<file path="src/rtl/acx_axi_reg_bridge.sv">
`default_nettype none
// ============================================================================
// Module   : acx_axi_reg_bridge
// Purpose  : AXI4-Lite slave to simple register bus, one transaction in flight,
//            hit-decoded slave response with timeout and multi-hit detection.
// Revision : 1.0 - initial release
// ============================================================================
module acx_axi_reg_bridge #(
    parameter int                        TGT_ADDR_WIDTH = 28,
    parameter int                        TGT_DATA_WIDTH = 32,
    parameter int                        NUM_REGS       = 8,
    parameter int                        TIMEOUT        = 16,
    parameter logic [TGT_DATA_WIDTH-1:0] TIMEOUT_DATA   = TGT_DATA_WIDTH'(32'hDEAD0BAD)
) (
    input  logic                               i_clk,
    input  logic                               i_rstn,
    input  logic                               i_awvalid,
    output logic                               o_awready,
    input  logic [TGT_ADDR_WIDTH-1:0]          i_awaddr,
    input  logic                               i_wvalid,
    output logic                               o_wready,
    input  logic [TGT_DATA_WIDTH-1:0]          i_wdata,
    input  logic [TGT_DATA_WIDTH/8-1:0]        i_wstrb,
    output logic                               o_bvalid,
    input  logic                               i_bready,
    output logic [1:0]                         o_bresp,
    input  logic                               i_arvalid,
    output logic                               o_arready,
    input  logic [TGT_ADDR_WIDTH-1:0]          i_araddr,
    output logic                               o_rvalid,
    input  logic                               i_rready,
    output logic [TGT_DATA_WIDTH-1:0]          o_rdata,
    output logic [1:0]                         o_rresp,
    output logic                               o_rd,
    output logic                               o_wr,
    output logic [TGT_ADDR_WIDTH-1:0]          o_addr,
    output logic [TGT_DATA_WIDTH-1:0]          o_wr_data,
    input  logic [NUM_REGS-1:0]                i_addr_hit,
    input  logic [NUM_REGS*TGT_DATA_WIDTH-1:0] i_rd_data
);

    typedef enum logic [2:0] {
        ST_IDLE    = 3'd0,
        ST_RD_WAIT = 3'd1,
        ST_RD_RESP = 3'd2,
        ST_WR_WAIT = 3'd3,
        ST_WR_RESP = 3'd4
    } state_t;

    localparam logic [7:0] c_CNT_LAST  = 8'(TIMEOUT - 1);
    localparam logic [7:0] c_CNT_EVAL  = 8'd2;
    localparam logic [1:0] c_RESP_OKAY = 2'b00;
    localparam logic [1:0] c_RESP_SLV  = 2'b10;
    localparam logic [1:0] c_RESP_DEC  = 2'b11;

    state_t                      r_state;
    logic [7:0]                  r_cnt;
    logic                        r_prio_wr;

    logic                        w_idle;
    logic                        w_wr_req;
    logic                        w_grant_rd;
    logic                        w_grant_wr;
    logic                        w_hit_any;
    logic                        w_hit_multi;
    logic [TGT_DATA_WIDTH-1:0]   w_hit_data;
    logic                        w_done;
    logic [1:0]                  w_resp;
    logic [TGT_DATA_WIDTH-1:0]   w_resp_data;
    logic                        w_unused_wstrb;

    assign w_unused_wstrb = ^i_wstrb;

    // Ready lines are combinational so a request is taken in the very first
    // cycle after reset release; the losing channel is held off so that no
    // handshake completes without being served.
    assign w_idle     = (r_state == ST_IDLE) && i_rstn;
    assign w_wr_req   = i_awvalid && i_wvalid;
    assign w_grant_rd = w_idle && i_arvalid && (!w_wr_req || !r_prio_wr);
    assign w_grant_wr = w_idle && w_wr_req && (!i_arvalid || r_prio_wr);
    assign o_arready  = w_idle && !w_grant_wr;
    assign o_awready  = w_grant_wr;
    assign o_wready   = w_grant_wr;

    always_comb begin
        w_hit_any   = 1'b0;
        w_hit_multi = 1'b0;
        w_hit_data  = '0;
        for (int k = 0; k < NUM_REGS; k++) begin
            if (i_addr_hit[k]) begin
                w_hit_multi = w_hit_multi || w_hit_any;
                w_hit_any   = 1'b1;
                w_hit_data  = w_hit_data | i_rd_data[k*TGT_DATA_WIDTH +: TGT_DATA_WIDTH];
            end
        end
    end

    // Hits in the first two WAIT cycles still reflect the previous address.
    assign w_done      = ((r_cnt >= c_CNT_EVAL) && w_hit_any) || (r_cnt == c_CNT_LAST);
    assign w_resp      = !w_hit_any ? c_RESP_SLV : (w_hit_multi ? c_RESP_DEC : c_RESP_OKAY);
    assign w_resp_data = (w_hit_any && !w_hit_multi) ? w_hit_data : TIMEOUT_DATA;

    always_ff @(posedge i_clk) begin
        if (!i_rstn) begin
            r_state   <= ST_IDLE;
            r_cnt     <= '0;
            r_prio_wr <= 1'b0;
            o_rd      <= 1'b0;
            o_wr      <= 1'b0;
            o_rvalid  <= 1'b0;
            o_bvalid  <= 1'b0;
            o_addr    <= '0;
            o_wr_data <= '0;
            o_rdata   <= '0;
            o_rresp   <= 2'b00;
            o_bresp   <= 2'b00;
        end else begin
            case (r_state)
                ST_IDLE: begin
                    if (w_grant_rd) begin
                        o_addr    <= i_araddr;
                        o_rd      <= 1'b1;
                        r_cnt     <= '0;
                        r_prio_wr <= !r_prio_wr;
                        r_state   <= ST_RD_WAIT;
                    end else if (w_grant_wr) begin
                        o_addr    <= i_awaddr;
                        o_wr_data <= i_wdata;
                        o_wr      <= 1'b1;
                        r_cnt     <= '0;
                        r_prio_wr <= !r_prio_wr;
                        r_state   <= ST_WR_WAIT;
                    end
                end
                ST_RD_WAIT: begin
                    if (w_done) begin
                        o_rd     <= 1'b0;
                        o_rvalid <= 1'b1;
                        o_rresp  <= w_resp;
                        o_rdata  <= w_resp_data;
                        r_state  <= ST_RD_RESP;
                    end else begin
                        r_cnt <= r_cnt + 8'd1;
                    end
                end
                ST_WR_WAIT: begin
                    if (w_done) begin
                        o_wr     <= 1'b0;
                        o_bvalid <= 1'b1;
                        o_bresp  <= w_resp;
                        r_state  <= ST_WR_RESP;
                    end else begin
                        r_cnt <= r_cnt + 8'd1;
                    end
                end
                ST_RD_RESP: begin
                    if (i_rready) begin
                        o_rvalid <= 1'b0;
                        r_state  <= ST_IDLE;
                    end
                end
                ST_WR_RESP: begin
                    if (i_bready) begin
                        o_bvalid <= 1'b0;
                        r_state  <= ST_IDLE;
                    end
                end
                default: r_state <= ST_IDLE;
            endcase
        end
    end

endmodule
`default_nettype wire

</file>
<file path="config.mk">
export PLATFORM = sky130hd
export DESIGN_NAME = acx_axi_reg_bridge
export DESIGN_NICKNAME = d
export VERILOG_FILES = /design/src/rtl/acx_axi_reg_bridge.sv
export SDC_FILE = /design/constraint.sdc
export NUM_CORES = 1
export LEC_CHECK = 0
export CAP_MARGIN = 10
export CORE_AREA = 2 2 182 184
export DETAILED_ROUTE_END_ITERATION = 7
export DIE_AREA = 0 0 184 186
export GPL_ROUTABILITY_DRIVEN = 0
export PLACE_DENSITY_LB_ADDON = 0.1
export SYNTH_ARGS = -nofsm -noshare
export SYNTH_HDL_FRONTEND = slang
export SYNTH_SLANG_ARGS = --single-unit
</file>
<file path="constraint.sdc">
create_clock -name i_clk -period 5.14 [get_ports i_clk]
set_input_delay 0.771 -clock i_clk [delete_from_list [all_inputs] [get_ports i_clk]]
set_output_delay 0.771 -clock i_clk [all_outputs]
set_load 0.05 [all_outputs]
</file>
# After elaboration in Yosys (flattened, before gate mapping)
# Cells that the tools add are included.
totals:
  word_cells: 129
  reg_bits: 112
  in_bits: 363
op_classes:
  reduce_logical: 41
  addsub: 1
  muxes: 52
  n_bitwise: 8
  eq_ne: 14
  n_lt_le_gt_ge: 1
ops:
  columns: ["operator", "count"]
  rows:
  - ["2-to-1 mux 32 bit", 9]
  - ["OR 32 bit", 7]
  - ["2-to-1 mux 28 bit", 2]
  - ["2-to-1 mux 1 bit", 24]
  - ["2-to-1 mux 8 bit", 3]
  - ["2-to-1 mux 3 bit", 6]
  - ["!= test 2 bit, second input constant", 8]
  - ["one-hot mux 8 bit (2 select lines)", 1]
  - ["one-hot mux 3 bit (5 select lines)", 1]
  - ["AND reduction 3 bit", 5]
  - ["nonzero test 2 bit", 6]
  - ["logical AND 1 bit", 9]
  - ["logical OR 1 bit", 9]
  - ["adder 8 x 1 -> 8 bit, second input constant", 1]
  - ["equality test 8 x 4 -> 1 bit, second input constant", 1]
  - [">= comparator 8 x 2 -> 1 bit, second input constant", 1]
  - ["one-hot mux 1 bit (2 select lines)", 4]
  - ["equality test 3 x 2 -> 1 bit, second input constant", 2]
  - ["AND reduction 2 bit", 3]
  - ["zero test 1 bit", 5]
  - ["AND reduction 5 bit", 1]
  - ["2-to-1 mux 2 bit", 2]
  - ["AND reduction 4 bit", 1]
  - ["equality test 3 x 1 -> 1 bit, second input constant", 1]
  - ["other kinds (5)", 5]

# Longest topological paths before layout
# Gate-level depths: netlist (run 1).
logic_depth:
  ltp_word: 17
  ltp_mapped: 9
  mapped_depth_nobuf: 7

# Least setup slack after synthesis (run 1)
# Ideal clock, no wire load.
synth_timing:
  path_type: "input to output"
  startpoint: "input port i_rstn"
  endpoint: "output port o_wready"
  required_time_ns: 4.369
  setup_slack_ns: 2.008
  arrival_ns: 2.361
  path_buffers: 4
  stages: 7
  cell_sequence: "buf_2 inv_1 nor4_2 and4_1 buf_2 buf_2 buf_4"
synth_via:
  elab_chain_len: 3
synth_lines:
  columns: ["element", "line_no", "source"]
  rows:
  - ["start, declared", "16", "input logic i_rstn,"]
  - ["logical AND 1 bit", "77", "assign w_idle = (r_state == ST_IDLE) && i_rstn;"]
  - ["logical AND 1 bit (2 in a row)", "80", "assign w_grant_wr = w_idle && w_wr_req && (!i_arvalid || r_prio_wr);"]
  - ["end, declared", "21", "output logic o_wready,"]
# No other way between the ends.

# Worst setup path after layout (run 1)
layout_timing:
  startpoint: "input port i_rstn"
  endpoint: "output port o_awready"
layout_via:
  elab_chain_len: 3
layout_lines:
  columns: ["element", "line_no", "source"]
  rows:
  - ["logical AND 1 bit", "77", null]
  - ["logical AND 1 bit (2 in a row)", "80", null]
  - ["end, declared", "18", "output logic o_awready,"]
# No other way between the ends.

==> impl_metrics.tcl, run 1 <==
set metrics [dict create \
    synth_nets 1042 \
    crit_chain "buf_2 -> inv_2 -> nor4_2 -> and4_2 -> clkdlybuf4s50_1" \
    worst_slack_ns 1.34 \
    clk_latency_ns 0.37 \
    ys.flop_type "dfxtp_1" \
    coreArea_um2 32200 \
    cts_resized 0 \
    crit_family "buffers and inverters" \
    setup_violations 0 \
    wire_per_inst_um 21.2 \
    cts_root_buf "clkbuf_16" \
    synthArstFlopShare 0 \
    drt_wl_total_um 32000 \
    worstMarginPinSlew_ns 0.954 \
    slew_headroom 0.362 \
    max_cap_viol_count 0 \
    final_cell_count_no_fill 1509 \
    dp.final_hpwl_um 23500 \
    grt_pass1_vias 7036 \
    p_leak_nw 3.81 \
    cp_slowest_cell "clkdlybuf4s50_1" \
    finalHoldViolCount 0 \
    syn_area_um2 5660 \
    period_share 0.740 \
    clkSinkCount 112 \
    path_class "primary input to primary output" \
    overflow 0 \
    nets 1457 \
    route.detailed.drc 0 \
    drive_gt1_frac 0.0438 \
    peakVddDrop_mv 0.150 \
    startpoint_type "primary input" \
    synth_area_per_cell_um2 8.36 \
    final.fill_count 3399 \
    cts_hold_buf 0 \
    die_height_um 186 \
    synth_top_area_share 0.396 \
    grt_max_degree 70 \
    start_util 0.176 \
    worstPathArrival_ns 3.03 \
    dp_slack_ns 1.27 \
    synth_area_leaders "dfxtp_1 40%, a22oi_1 21%, nand2_1 7.7%" \
    cts_tree "done" \
    die_w_um 184 \
    hold_path.class "register to register" \
    slew_viol_final 0 \
    finalSetupTns_ns 0 \
    ys_seq_area_frac 0.396 \
    p_per_area_nw_per_um2 233 \
    cp_num_buf_inv 3 \
    grt.total_usage 0.178 \
    rsz0062_at_grt "no" \
    dieArea_um2 34200 \
    layout_min_cycle_time_ns 3.80 \
    viasPerCell 4.68 \
    postCtsSetupRepairBufs 0 \
    synth_common_cells "157 x a22oi_1, 116 x nand2_1, 112 x dfxtp_1" \
    syn_to_final_growth_pct 92.1 \
    yosys.cell_count.top_type "a22oi_1" \
    synth.yosys.warnings 0 \
    clk_pin_slew_ns 0.08 \
    grt_antenna_before_repair 6 \
    ios 466 \
    cp_max_fo 27 \
    fmax_mhz 263 \
    yosys.area.top_type "dfxtp_1" \
    synth_edf_count 0 \
    dr.pass1.iters 4 \
    syn_inst 677 \
    grt_first_pass_wirelength_um 45000 \
    cp-end-kind "primary output" \
    vias 7059 \
    clk_path_buf_depth 2 \
    netlist-cell-type-count 51 \
    placed_cells 1488 \
    critPathRequiredTime_ns 4.37 \
    drtIter0Drc 293 \
    cts_made_buffers 9 \
    fin_skew_ns 0.00821 \
    numPortBuffers 461 \
    num_rows 66 \
    cp_slowest_stage_delay_ns 0.90 \
    ys_ff_latch 112 \
    ant_nets 0 \
    ctsHtreeMaxLevel 3 \
    placed_area_um2 10500 \
    final_area_um2 10900 \
    status "finished, final reports clean" \
]
-- flip-flops by register name, summed over array words and instances, names as in the netlist --
signal and flops:
o_addr 28, o_bresp 2, o_bvalid 1, o_rd 1, o_rdata 32, o_rresp 2
o_rvalid 1, o_wr 1, o_wr_data 32, r_cnt 8, r_prio_wr 1, r_state 3
-- path summary, 6_finish.rpt --
kind / startpoint / to / slack (ns) / cells past startpoint
setup / recovery: i_rstn / o_awready / 1.34 / 5
hold / removal: o_addr[9] / o_addr[9] / 0.46 / 2
setup reg to reg: r_cnt[4] / o_rdata[25] / 2.37 / 5
hold reg to reg: o_addr[9] / o_addr[9] / 0.46 / 2
-- worst min-delay path, delay by kind of cell (launching register included) --
family,cells,cell delay [ns]
AOI/OAI and AO/OA,1,0.05
DFF,1,0.31
and+or+nand+nor,1,0.05
-- final cells by class --
cell class | count | area [um^2] | area share
antenna | 4 | 10.0 | 0.000921
inverter | 4 | 15.0 | 0.00138
sequential | 112 | 2240 | 0.206
multi-input combinational | 492 | 3110 | 0.286
clock inverter | 7 | 85.1 | 0.00783
tap | 408 | 510 | 0.0470
timing repair buffer | 473 | 4680 | 0.430
clock buffer | 9 | 225 | 0.0207
-- metal layers --
metal | wire [um] | vias up | part of all wire | track usage
met5 | 23 | - | 0.00072 | 0
met4 | 477 | 4 | 0.015 | 0.0595
met3 | 2940 | 22 | 0.092 | 0.0632
met2 | 15400 | 300 | 0.48 | 0.300
met1 | 13100 | 3292 | 0.41 | 0.209
li1 | - | 3441 | - | -
-- cells by family (layout without fill, tap and decap cells) --
family,after synthesis,count (layout),synth area share
adder cells (fa/ha/maj),2,2,0.00442
XOR/XNOR,7,7,0.0108
flip-flops,112,112,0.396
multiplexers,1,1,0.00177
AND/OR/NAND/NOR,187,187,0.153
other,0,4,0
buffers and inverters,73,493,0.0575
AO/OA/AOI/OAI,295,295,0.376
-- through the flow --
stage / utilization / total power (W) / hold WS, ns
2_1_floorplan: - / 0.00134 / 0.492
3_3_place_gp: 0.327 / 0.00180 / 0.442
3_5_place_dp: 0.327 / 0.00180 / 0.448
4_1_cts: 0.336 / 0.00258 / 0.458
5_1_grt: 0.338 / 0.00267 / 0.476
6_report: 0.338 / 0.00253 / 0.455
-- power by group --
part	internal (W)	total, W	switching [W]	leakage [nW]
clock network	0.000351	0.000758	0.000407	0.152
logic	0.000410	0.000828	0.000418	2.75
registers	0.000917	0.000949	0.0000318	0.908
-- cell usage in the layout, fill, tap and decap left out, types with 2 or more instances in the layout --
cell,synthesis,routed
or3_1,2,2
clkdlybuf4s50_1,0,452
or4_1,3,3
nor4_2,3,3
nand3_1,7,7
a21oi_1,38,38
buf_4,2,11
nor2_1,13,13
clkinv_8,0,3
a41o_1,13,13
a211o_1,2,2
and3_1,3,3
o221a_1,17,17
o22ai_1,13,13
dfxtp_1,112,112
nand2b_1,3,3
clkbuf_16,0,10
diode_2,0,4
inv_8,0,2
nor4_1,4,4
o21ai_0,37,37
nand2_1,116,116
a22oi_1,157,157
xnor2_1,5,5
nand4_1,20,20
o221a_2,2,2
o31ai_1,2,2
nor3_1,5,5
a21o_1,2,2
inv_1,4,3
ha_1,2,2
nor3b_1,2,2
xor2_1,2,2
buf_2,11,8
(Power assumes the default switching activity.)
==> run 2: changes to the inputs <==
- CORE_AREA: 2 2 182 184 -> 2 2 179 181
- DIE_AREA: 0 0 184 186 -> 0 0 181 183
- clock period: 5.14 -> 3.8 ns (I/O delays scaled with it)
==> run 2 against run 1 <==
Net effect: utilization grew 1.4 points; highest routed layer unchanged; clock skew grew 0.0042 ns; combinational power grew 36%; register-to-register slack lost 0.90 ns; non-clock buffer count grew 5; sequential cell count is the same; cell count grew 0.20%; die area shrank 3.2%; global-route usage grew 1.6 points; largest cell class unchanged; clock-buffer cell count grew 1; critical endpoint unchanged; largest power group unchanged; setup slack gained 0.027 ns; clock power grew 53%.
==> impl_metrics.tcl, run 2 (synthesized netlist as in run 1, its figures left out) <==
set metrics [dict create \
    reg.largest.list "o_rdata: 32 flops, o_wr_data: 32 flops, o_addr: 28 flops" \
    clk_pin_slew_ns 0.08 \
    path_depth 3 \
    wire_per_inst_um 22.1 \
    power.share.sequential 0.359 \
    p_per_area_nw_per_um2 326 \
    worst_hold_path.endpoint "o_addr[20]" \
    postCtsSetupRepairBufs 0 \
    ant_nets 0 \
    worstReg2RegStart "r_cnt[4]" \
    path_class "register to primary output" \
    internal-power_w 0.00247 \
    min_path_cells 2 \
    rsz0062_at_grt "no" \
    nets 1462 \
    cp-end-kind "primary output" \
    crit_family "simple AND/OR/NAND/NOR gates" \
    overflow 0 \
    grt_pass1_vias 7164 \
    crit_chain "nor4_2 -> and4_2 -> buf_12" \
    start_util 0.181 \
    switchingPower_w 0.00111 \
    total_power_w 0.00357 \
    grt_first_pass_wirelength_um 48000 \
    grt.total_usage 0.194 \
    setup_violations 0 \
    hold_start "o_addr[20]" \
    vias 7147 \
    status "finished, final reports clean" \
    syn_to_final_growth_pct 93.8 \
    ctsHtreeMaxLevel 3 \
    worstReg2RegEnd "o_rresp[1]" \
    fmax_mhz 411 \
    cts_hold_buf 0 \
    switching_share 0.309 \
    finalSetupTns_ns 0 \
    peakVddDrop_mv 0.187 \
    viasPerCell 4.73 \
    cts_tree "done" \
    cp_num_buf_inv 1 \
    route.detailed.drc 0 \
    placed_cells 1488 \
    grt_antenna_before_repair 10 \
    cts_resized 0 \
    slew_headroom 0.426 \
    cts_root_buf "clkbuf_16" \
    grt_max_degree 73 \
    layout_min_cycle_time_ns 2.44 \
    ios 466 \
    r2r_slack_ns 1.47 \
    p_comb_frac 0.316 \
    fin_skew_ns 0.0124 \
    max_cap_viol_count 0 \
    clk_path_buf_depth 2 \
    die_height_um 183 \
    clk_latency_ns 0.36 \
    final_common_cell "clkdlybuf4s50_1" \
    num_rows 65 \
    startpoint_type "register" \
    r2r_cells 6 \
    cp_slowest_cell "and4_2" \
    dp.final_hpwl_um 25200 \
    slew_viol_final 0 \
    numPortBuffers 461 \
    final_cell_count_no_fill 1512 \
    final_cell_mix "449 x clkdlybuf4s50_1, 157 x a22oi_1, 116 x nand2_1, 112 x dfxtp_1, 38 x a21oi_1" \
    drtIter0Drc 371 \
    worstPathArrival_ns 1.87 \
    dieArea_um2 33100 \
    drive_gt1_frac 0.0508 \
    clkSinkCount 112 \
    pwr-share-clk 0.326 \
    cp_max_fo 8 \
    period_share 0.641 \
    coreArea_um2 31200 \
    critPathRequiredTime_ns 3.23 \
    hold_path.class "register to register" \
    final.fill_count 3297 \
    p_leak_nw 3.86 \
    cts_made_buffers 9 \
    drt_wl_total_um 33500 \
    finalHoldViolCount 0 \
    cp_slowest_stage_delay_ns 0.49 \
    dr.pass1.iters 7 \
    worstMarginPinSlew_ns 0.862 \
    die_w_um 181 \
]
-- run 2: worst max-delay path by stage --
stage | startpoint | to | slack (ns)
6_report | r_state[1] | o_awready | 1.36
5_1_grt | r_state[1] | o_awready | 1.18
4_1_cts | r_state[1] | o_awready | 1.29
3_5_place_dp | i_addr_hit[3] | o_rdata[25] | 1.18
3_3_place_gp | i_addr_hit[3] | o_rdata[25] | 1.20
2_1_floorplan | i_rstn | o_wready | 1.07
-- run 2: power groups by stage --
stage	registers, W	clock network (W)	logic, W
final	0.00128	0.00116	0.00113
after global routing	0.00129	0.00125	0.00120
after CTS	0.00128	0.00122	0.00114
after detailed placement	0.00131	0	0.00113
after global placement	0.00131	0	0.00113
after floorplan	0.00150	0	0.000316
-- run 2: layer usage --
layer	vias to the layer above	wire length, um	GRT usage
li1	3457	-	-
met1	3322	13900	0.232
met2	325	15900	0.325
met3	39	2690	0.0564
met4	4	984	0.0807
met5	-	25	0
-- run 2: area by class of cell --
type	count	area, um^2	share of cell area
inverter	4	15.0	0.00137
tap	402	503	0.0459
sequential	112	2240	0.204
multi-input combinational	492	3110	0.283
clock inverter	6	113	0.0103
timing repair buffer	478	4730	0.431
clock buffer	10	239	0.0218
antenna	8	20.0	0.00183
-- run 2: worst reg2reg max path, delay by kind of cell, from the launching register on --
| family | cells | cell delay (ns) |
|---|---|---|
| buf+inv | 1 | 0.32 |
| simple gates | 3 | 1.25 |
| flops | 1 | 0.37 |
| compound gates | 2 | 0.33 |
-- run 2: per-stage QoR --
step                      hold WS, ns  worst slack (ns)  utilization  area (um^2)
after floorplan                 0.492              1.07            -         5660
after global placement          0.442              1.20        0.339        10600
after detailed placement        0.449              1.18        0.339        10600
after CTS                       0.458              1.29        0.350        10900
after global routing            0.476              1.18        0.351        11000
final                           0.454              1.36        0.351        11000
